### src/rtl/regfile_pkg.sv
// Shared definitions for the sequential address decoder: default address
// width, FSM state encoding and the debug snapshot exposed by the top.
package regfile_pkg;

  // Default address width of the decoder (legal range 1..6).
  localparam int ADDR_W_DEFAULT = 3;

  // Widest address the decoder supports; debug fields are sized to this.
  localparam int ADDR_W_MAX = 6;

  // Controller states: IDLE serves direct requests, SCAN walks a range.
  typedef enum logic {
    ST_IDLE = 1'b0,
    ST_SCAN = 1'b1
  } state_t;

  // Snapshot of the controller internals, zero-extended to ADDR_W_MAX.
  typedef struct packed {
    state_t                state;
    logic [ADDR_W_MAX-1:0] cnt;
    logic [ADDR_W_MAX-1:0] first;
    logic [ADDR_W_MAX-1:0] last;
  } dbg_t;

endpackage

### src/rtl/onehot_enc.sv
// Combinational binary-to-one-hot encoder: exactly one output bit is set,
// the one whose index equals the input address.
module onehot_enc #(
  parameter int ADDR_W = 3,
  localparam int OUTS  = 1 << ADDR_W
) (
  input  logic [ADDR_W-1:0] addr_i,
  output logic [OUTS-1:0]   onehot_o
);

  // Clear every select line, then raise the addressed one.
  always_comb begin
    onehot_o         = '0;
    onehot_o[addr_i] = 1'b1;
  end

endmodule

### src/rtl/addr_decoder_seq.sv
// Sequential address decoder. In IDLE it turns an accepted direct request
// into a one-cycle one-hot strobe; on scan_start it walks an inclusive,
// possibly wrapping address range, one address per enabled cycle.
//
// Handshake: a direct request transfers on a rising edge where req_valid
// and req_ready are both high. req_ready is combinational and depends on
// en, the FSM state and scan_start (a scan start always wins), never on
// req_valid. A request that is not accepted is simply dropped; the
// requester must hold req_valid until it sees req_ready to guarantee it.
module addr_decoder_seq
  import regfile_pkg::*;
#(
  parameter int ADDR_W = ADDR_W_DEFAULT,
  localparam int OUTS  = 1 << ADDR_W
) (
  input  logic              clk,
  input  logic              reset,
  input  logic              en,
  input  logic              req_valid,
  input  logic [ADDR_W-1:0] req_addr,
  output logic              req_ready,
  input  logic              scan_start,
  input  logic [ADDR_W-1:0] scan_first,
  input  logic [ADDR_W-1:0] scan_last,
  output logic [OUTS-1:0]   y,
  output logic [ADDR_W-1:0] y_addr,
  output logic              y_valid,
  output logic              busy,
  output logic              done,
  output dbg_t              dbg
);

  localparam logic [ADDR_W-1:0] CNT_ONE = ADDR_W'(1);

  state_t              state_q;
  logic [ADDR_W-1:0]   cnt_q;
  logic [ADDR_W-1:0]   first_q;
  logic [ADDR_W-1:0]   last_q;
  logic [OUTS-1:0]     y_q;
  logic [ADDR_W-1:0]   y_addr_q;
  logic                y_valid_q;
  logic                busy_q;
  logic                done_q;

  logic                req_fire;
  logic                scan_fire;
  logic [ADDR_W-1:0]   enc_addr;
  logic [OUTS-1:0]     enc_y;

  // Acceptance terms: a scan start has priority over a direct request.
  always_comb begin
    req_ready = en && (state_q == ST_IDLE) && !scan_start;
    req_fire  = req_valid && req_ready;
    scan_fire = en && (state_q == ST_IDLE) && scan_start;
  end

  // The single encoder sees the scan counter while scanning, otherwise the
  // direct request address; the register stage decides whether to use it.
  always_comb begin
    enc_addr = req_addr;
    if (state_q == ST_SCAN) begin
      enc_addr = cnt_q;
    end
  end

  onehot_enc #(
    .ADDR_W (ADDR_W)
  ) u_onehot_enc (
    .addr_i   (enc_addr),
    .onehot_o (enc_y)
  );

  // Controller FSM with registered outputs. Outputs default to zero every
  // cycle so y only carries a one-cycle strobe per accepted request or
  // enabled scan step; reset overrides everything.
  always_ff @(posedge clk) begin
    if (reset) begin
      state_q   <= ST_IDLE;
      cnt_q     <= '0;
      first_q   <= '0;
      last_q    <= '0;
      y_q       <= '0;
      y_addr_q  <= '0;
      y_valid_q <= 1'b0;
      busy_q    <= 1'b0;
      done_q    <= 1'b0;
    end else begin
      y_q       <= '0;
      y_addr_q  <= '0;
      y_valid_q <= 1'b0;
      done_q    <= 1'b0;
      unique case (state_q)
        ST_IDLE: begin
          busy_q <= 1'b0;
          if (scan_fire) begin
            first_q <= scan_first;
            last_q  <= scan_last;
            cnt_q   <= scan_first;
            busy_q  <= 1'b1;
            state_q <= ST_SCAN;
          end else if (req_fire) begin
            y_q       <= enc_y;
            y_addr_q  <= req_addr;
            y_valid_q <= 1'b1;
          end
        end
        ST_SCAN: begin
          // busy stays high through the cycle that shows the last address.
          busy_q <= 1'b1;
          if (en) begin
            y_q       <= enc_y;
            y_addr_q  <= cnt_q;
            y_valid_q <= 1'b1;
            // Natural ADDR_W-bit overflow gives the modulo-OUTS wrap.
            cnt_q     <= cnt_q + CNT_ONE;
            if (cnt_q == last_q) begin
              done_q  <= 1'b1;
              state_q <= ST_IDLE;
            end
          end
        end
        default: begin
          state_q <= ST_IDLE;
        end
      endcase
    end
  end

  // Drive ports from the registers and assemble the debug snapshot.
  always_comb begin
    y           = y_q;
    y_addr      = y_addr_q;
    y_valid     = y_valid_q;
    busy        = busy_q;
    done        = done_q;
    dbg         = '0;
    dbg.state   = state_q;
    dbg.cnt     = ADDR_W_MAX'(cnt_q);
    dbg.first   = ADDR_W_MAX'(first_q);
    dbg.last    = ADDR_W_MAX'(last_q);
  end

endmodule

### config.mk
export PLATFORM = sky130hd
export DESIGN_NAME = addr_decoder_seq
export DESIGN_NICKNAME = d
export VERILOG_FILES = /design/src/rtl/regfile_pkg.sv /design/src/rtl/onehot_enc.sv /design/src/rtl/addr_decoder_seq.sv
export SDC_FILE = /design/constraint.sdc
export NUM_CORES = 1
export LEC_CHECK = 0
export ABC_CLOCK_PERIOD_IN_PS = 1200
export CORE_MARGIN = 4
export CORE_UTILIZATION = 37
export DETAILED_ROUTE_END_ITERATION = 8
export GPL_ROUTABILITY_DRIVEN = 0
export PLACE_DENSITY = 0.73
export SYNTH_ARGS = -nofsm -noshare
export SYNTH_HDL_FRONTEND = slang
export SYNTH_SLANG_ARGS = --single-unit
export TNS_END_PERCENT = 5
### constraint.sdc
create_clock -name clk -period 1.2 [get_ports clk]
set_clock_uncertainty 0.1 [all_clocks]
set_input_delay 0.24 -clock clk [delete_from_list [all_inputs] [get_ports clk]]
set_output_delay 0.24 -clock clk [all_outputs]
set_load 0.1 [all_outputs]
After elaboration in Yosys (flattened, before gate mapping)
Cells that the tools add are included.
- add/sub/neg operators: 1
- magnitude comparators: 2
- equality and inequality tests: 3
- muxes and demuxes: 24
- bitwise operators: 2
- reductions and logical operators: 9
- operators by type and width (operator ; number):
    8-bit two-way mux ; 3
    3-bit two-way mux ; 6
    8-bit case mux with 2 select lines ; 1
    3-bit case mux with 2 select lines ; 2
    1-bit two-way mux ; 8
    1-bit case mux with 2 select lines ; 3
    1-bit logical AND ; 5
    3-bit by 4-bit less-than comparator with 1-bit output, second input constant ; 1
    2-bit != test, second input constant ; 2
    2-bit AND reduction ; 2
    3-bit by 1-bit adder with 3-bit output, second input constant ; 1
    1-bit demux with 3-bit select ; 1
    3-bit equality test ; 1
    3-bit by 1-bit greater-or-equal comparator with 1-bit output, second input constant ; 1
    3-bit OR reduction ; 1
    1-bit NOT ; 2
    1-bit logical NOT ; 1
- bits in registers: 24
- output and inout port bits: 34

Depth between registers and ports, before layout
Gate-level depths: netlist of the first run.
- depth after elaboration: 8
- mapped depth: 5
- gate-level depth less buffers: 4

By module
Synthesis of the first run repeated with hierarchy kept, for this count alone.
- cell total of the unflattened synthesis: 117
- area, all modules: 1127.3 sq um
- by module, submodules not included (module ; instances ; cells an instance ; area an instance (sq um) ; sequential area each (sq um)):
    addr_decoder_seq ; 1 ; 109 ; 1062.3 ; 480.5
    onehot_enc ; 1 ; 8 ; 65.1 ; 0.0

Worst setup path before layout of the first run
OpenSTA, ideal clock, no wires.
- path kind: reg-to-output
- from: register state_q
- to: output port req_ready
- arrival time: 2800 ps
- path slack: -1940 ps
- stages on the path, launching flop included: 4
- path buffers: 2
- cell sequence: dfxtp_1 -> buf_6 -> buf_2 -> nor3b_1
- word-level cells in the longest chain between the ends: 3
- RTL lines (element ; RTL line ; source):
    start, declared ; addr_decoder_seq.sv:35 ; state_t state_q;
    start signal, assigned ; addr_decoder_seq.sv:78 ; state_q <= ST_IDLE;
    start signal, assigned ; addr_decoder_seq.sv:100 ; state_q <= ST_SCAN;
    start signal, assigned ; addr_decoder_seq.sv:118 ; state_q <= ST_IDLE;
    1-bit NOT (no line) ; - ;
    1-bit logical AND (2 in a row) ; addr_decoder_seq.sv:52 ; req_ready = en && (state_q == ST_IDLE) && !scan_start;
    end, declared ; addr_decoder_seq.sv:21 ; output logic req_ready,
No other way between the ends.

Worst setup path after layout of the first run
Same ends and word-level chain as after synthesis.

==> impl_metrics.json, run 1 <==
{
  "grt_overflow": 0,
  "clock_path_buffers": 2,
  "design_area_sq_um": 2040,
  "final_core_util_pct": 73.4,
  "critPathMaxStageDelay_ps": 350,
  "fin_crit_ps": 1550,
  "grt_usage_pct": 16.4,
  "grt_setup_unrepaired": "yes",
  "synth.distinct_cells": 34,
  "drive_gt1_share_pct": 54.3,
  "path_clk_slew_ps": 140,
  "wl_per_cell_microns": 15.3,
  "cts_root_buf": "clkbuf_4",
  "setup_viol": 36,
  "yosys.area.top_type_share_pct": 44.3,
  "numPortBuffers": 38,
  "fillers": 200,
  "die_w_microns": 62.1,
  "dp_hpwl_microns": 2270,
  "status": "finished with violations",
  "cp-end-kind": "output port",
  "synth_edf_count": 0,
  "setup_ws_ps": -353,
  "synth.ff_latch_count": 24,
  "routed_wl_microns": 3120,
  "drt-initial-drc-count": 12,
  "dr_total_vias": 1020,
  "critical_path.startpoint_type": "register",
  "synthTopCellsByArea": "dfxtp_1, buf_4, nor2_1, mux2i_1, a32oi_1",
  "crit_fanout": 2,
  "drt-pass1-iter-count": 4,
  "total_power_mw": 2.26,
  "die_h_microns": 62.1,
  "fp-row-count": 19,
  "r2r_cells": 6,
  "p_per_area_nw_per_um2": 1110,
  "drc_errors": 0,
  "start_util_pct": 39.0,
  "clock_insertion_delay_worst_skew_ps": 330,
  "syn_area_sq_um": 1080,
  "min_from": "scan_start",
  "hold_viol": 0,
  "htree_levels": 1,
  "worstSetupPathType": "register to output port",
  "num_antenna_cells": 0,
  "ios": 48,
  "violations": "setup timing",
  "use_met2_pct": 30.6,
  "period_share_pct": 129,
  "hold_ws_ps": 361,
  "async_flop_share_pct": 0,
  "grt_max_degree": 14,
  "leakagePower_nw": 0.890,
  "final_nets": 189,
  "gr-usage-met3_pct": 5.05,
  "place_area_sq_um": 1830,
  "ir_worst_vdd_uv": 972,
  "antenna_found_initial": 0,
  "yosysTopAreaCell": "dfxtp_1",
  "ys.flop_type": "dfxtp_1",
  "hold_depth": 6,
  "detail-route-antenna-nets": 0,
  "ys_seq_area_share_pct": 44.3,
  "clock-sinks": 24,
  "rrSetupSlack_ps": -270,
  "critPathArrivalTime_ps": 1210,
  "slew_violations": 0,
  "viasPerCell": 5.00,
  "die_area_sq_um": 3860,
  "yosysWarnings": 0,
  "area_growth_pct": 88.3,
  "path_cells": "buf_6 > nor3b_4 > buf_12",
  "gr-max-usage-layer": "met2",
  "cts_tree": "done",
  "cp.required_ps": 860,
  "grt_pass1_wl_microns": 5130,
  "hold_class": "input pin to register",
  "grt_pass1_vias": 1106,
  "fp.coreArea_sq_um": 2780,
  "maxCapViolCount": 0,
  "synthCells": 116,
  "syn_area_per_cell_sq_um": 9.34,
  "slowest_stage": "dfxtp_2",
  "crit_path_start": "state_q",
  "fmax_ghz": 0.644,
  "r2r_start": "state_q",
  "met1_usage_pct": 16.6,
  "cts_buffers": 3
}
state kept, by name (all words and copies together), names as in the netlist:
| signal | count |
|---|---|
| busy | 1 |
| cnt_q | 3 |
| done | 1 |
| first_q | 3 |
| last_q | 3 |
| state_q | 1 |
| y | 8 |
| y_addr | 3 |
| y_valid | 1 |
worst paths after layout:
path                endpoint
hold / removal       y_valid
hold reg to reg   first_q[2]
setup / recovery   req_ready
setup reg to reg        y[5]
where the power goes:
part	internal, mW	switching [mW]
clock	0.186	0.261
combinational	0.356	0.579
sequential	0.834	0.0408
total	1.38	0.880
critical path, delay by kind of cell, from the launching register on:
| family | cells | cell delay [ps] |
|---|---|---|
| flops | 1 | 350 |
| buf+inv | 2 | 320 |
| simple gates | 1 | 210 |
cell usage after synthesis (all sizes together) (2+ instances only):
cell type	count
dfxtp	24
nor2	22
buf	16
mux2i	8
inv	6
nand2	6
a32oi	4
nor3	3
a21oi	2
nand3b	2
nor2b	2
nor3b	2
o211ai	2
xnor2	2
per-stage QoR:
step / std cells / setup TNS, ps / worst slack [ps]
floorplan: 124 / -4050 / -518
global placement: 194 / -7840 / -391
detailed placement: 194 / -8040 / -399
CTS: 203 / -3300 / -350
global route: 204 / -6760 / -398
finish: 204 / -4910 / -353
logic make-up (layout without fill, tap and decap cells):
| group | after synthesis | in the layout | synth area share (%) |
|---|---|---|---|
| and+or+nand+nor | 39 | 39 | 16.7 |
| DFF | 24 | 24 | 44.3 |
| buffers and inverters | 23 | 72 | 13.6 |
| AOI/OAI and AO/OA | 16 | 16 | 12.9 |
| muxes | 9 | 9 | 8.43 |
| xor gates and xnor gates | 3 | 3 | 2.43 |
| adders and majority gates | 1 | 1 | 1.15 |
| other | 1 | 9 | 0.346 |
metal layers:
layer | vias up | part of all wire (%)
met4 | 0 | 2.9
li1 | 487 | -
met5 | - | 0
met3 | 11 | 7.9
met1 | 469 | 37
met2 | 53 | 53
area by class of cell:
class | instances | area [sq um] | area share (%)
Inverter | 6 | 22.5 | 1.10
Clock buffer | 4 | 36.3 | 1.78
Multi-Input combinational cell | 77 | 561 | 27.5
Timing Repair Buffer | 62 | 862 | 42.2
Sequential cell | 24 | 520 | 25.5
Tap cell | 31 | 38.8 | 1.90
timing repair:
item / CTS / global route
pin swaps: 6 / 4
gates resized for setup: 40 / 7
setup endpoints to repair: 46 / 47
hold buffers: 0 / 0
setup buffers: 5 / 1
layout by cell type (no fill, tap or decap), types with 2 or more instances in the layout:
cell type / synthesis / layout
buf_12: 0 / 25
inv_1: 6 / 5
nor2b_4: 0 / 2
buf_4: 11 / 11
a21oi_1: 2 / 2
dfxtp_2: 0 / 20
clkdlybuf4s50_1: 0 / 12
buf_6: 2 / 13
dfxtp_4: 0 / 4
nor3_1: 3 / 2
conb_1: 1 / 9
nor2_1: 22 / 21
a32oi_1: 4 / 3
mux2i_1: 8 / 8
clkbuf_4: 0 / 3
nand2_1: 6 / 5
Power figures use the tool's default switching activity.
==> run 2, diff against run 1 <==
--- a/config.mk
+++ b/config.mk
@@ -6,11 +6,11 @@
 export NUM_CORES = 1
 export LEC_CHECK = 0
 export ABC_CLOCK_PERIOD_IN_PS = 1200
-export CORE_MARGIN = 4
+export CORE_MARGIN = 5
 export CORE_UTILIZATION = 37
 export DETAILED_ROUTE_END_ITERATION = 8
 export GPL_ROUTABILITY_DRIVEN = 0
-export PLACE_DENSITY = 0.73
+export PLACE_DENSITY_LB_ADDON = 0.1
 export SYNTH_ARGS = -nofsm -noshare
 export SYNTH_HDL_FRONTEND = slang
 export SYNTH_SLANG_ARGS = --single-unit
==> run 2 against run 1 <==
Against the previous run:
- design area decreased by 1.8%
- non-clock buffer count is 1 lower
- total power is 0.62% lower
- final cell count down 0.49%
- the run still ends with setup timing left
- worst setup slack gained 15 ps
- critical path type unchanged
- highest routed layer unchanged
- via count decreased by 4.2%
- critical endpoint unchanged
- largest cell class unchanged
- maximum frequency up 0.97%
- sequential power barely moved
- first-iteration DRC count is 130% higher
==> impl_metrics.json, run 2 (synthesized netlist as in run 1, its figures left out) <==
{
  "drt-pass1-iter-count": 5,
  "use_met2_pct": 22.9,
  "hold_class": "input pin to register",
  "comb_power_share_pct": 39.3,
  "die_area_sq_um": 4110,
  "status": "finished with violations",
  "num_antenna_cells": 0,
  "grt_setup_unrepaired": "yes",
  "setup_viol": 29,
  "fmax_ghz": 0.650,
  "area_growth_pct": 84.9,
  "grt_overflow": 0,
  "fp.coreArea_sq_um": 2780,
  "dr_total_vias": 977,
  "ir_worst_vdd_uv": 1050,
  "antenna_found_initial": 0,
  "die_h_microns": 64.1,
  "rrSetupSlack_ps": -240,
  "clock_insertion_delay_worst_skew_ps": 310,
  "detail-route-antenna-nets": 0,
  "clock-sinks": 24,
  "slew_violations": 0,
  "worstSetupPathType": "register to output port",
  "final_common_cell": "buf_12",
  "wl_per_cell_microns": 13.2,
  "met1_usage_pct": 17.0,
  "drc_errors": 0,
  "htree_levels": 1,
  "power_frac_clock_pct": 21.7,
  "cts_tree": "done",
  "drive_gt1_share_pct": 51.7,
  "tns_ps": -4660,
  "gr-usage-met3_pct": 4.20,
  "routed_wl_microns": 2680,
  "cts_buffers": 3,
  "p_per_area_nw_per_um2": 1120,
  "seqPwrFrac_pct": 39.0,
  "grt_max_degree": 15,
  "path_clk_slew_ps": 130,
  "leakagePower_nw": 0.863,
  "cp.required_ps": 860,
  "ios": 48,
  "clock_path_buffers": 2,
  "setup_ws_ps": -338,
  "fp-row-count": 19,
  "p_switching_uw": 825,
  "final_nets": 188,
  "violations": "setup timing",
  "die_w_microns": 64.1,
  "cts_root_buf": "clkbuf_4",
  "largest_reg_flops": 8,
  "critical_path.startpoint_type": "register",
  "numPortBuffers": 38,
  "start_util_pct": 39.0,
  "viasPerCell": 4.81,
  "drt-initial-drc-count": 27,
  "gr-max-usage-layer": "met2",
  "final_cell_mix": "buf_12, nor2_1, dfxtp_2",
  "critPathArrivalTime_ps": 1200,
  "crit_fanout": 2,
  "cts_hold_buf": 0,
  "cp-end-kind": "output port",
  "period_share_pct": 128,
  "fin_crit_ps": 1540,
  "switching_share_pct": 36.8,
  "total_power_mw": 2.24,
  "grt_usage_pct": 13.6,
  "final_core_util_pct": 72.0,
  "dp_hpwl_microns": 2050,
  "p_int_mw": 1.42,
  "hold_ws_ps": 422,
  "hold_viol": 0,
  "grt_pass1_wl_microns": 4570,
  "grt_pass1_vias": 1003,
  "maxCapViolCount": 0
}
==> run 2: power by group through the flow <==
stage / Clock [mW] / Sequential [mW] / Combinational [mW]
after floorplan: 0 / 1.10 / 0.371
after global placement: 0 / 0.892 / 0.825
after detailed placement: 0 / 0.894 / 0.834
after CTS: 0.500 / 0.875 / 0.870
after global routing: 0.552 / 0.880 / 0.919
final: 0.486 / 0.875 / 0.881
==> run 2: metrics by stage <==
stage,cell area (sq um),std cells,setup slack [ps]
floorplan,1160,124,-518
global placement,1850,196,-426
detailed placement,1850,196,-483
CTS,1980,203,-365
global route,2000,203,-371
finish,2000,203,-338
==> run 2: final cells by class <==
type / instances / area, sq um
well taps: 31 / 38.8
clock buffers: 4 / 47.5
inverters: 6 / 22.5
multi-input cells: 77 / 532
repair buffers: 61 / 840
fillers: 201 / 778
flip-flops and latches: 24 / 523
==> run 2: routing by layer <==
metal / part of all wire [%] / vias up
met2: 52 / 33
li1: - / 487
met1: 41 / 453
met5: 0 / -
met3: 6.4 / 4
met4: 0.64 / 0
==> run 2: worst max-delay path, stage by stage, from the launching register on <==
cell and delay (ps):
dfxtp_4 370, buf_6 110, nor3b_4 200, buf_12 200
==> run 2: repair_timing <==
| item | 4_1_cts | 5_1_grt |
|---|---|---|
| endpoints found under the hold margin | 0 | 0 |
| cloned | 0 | 0 |
| setup endpoints to repair | 46 | 47 |
| pin swaps | 6 | 1 |
| setup buffers | 3 | 0 |
| resized for setup | 34 | 5 |
==> run 2: worst paths after layout <==
kind                                   end    startpoint  cells after the start
worst min-delay path             last_q[1]  scan_last[1]                      3
worst max-delay path             req_ready       state_q                      3
worst min register to register  first_q[1]    first_q[1]                      2
worst max register to register  first_q[0]       state_q                      5
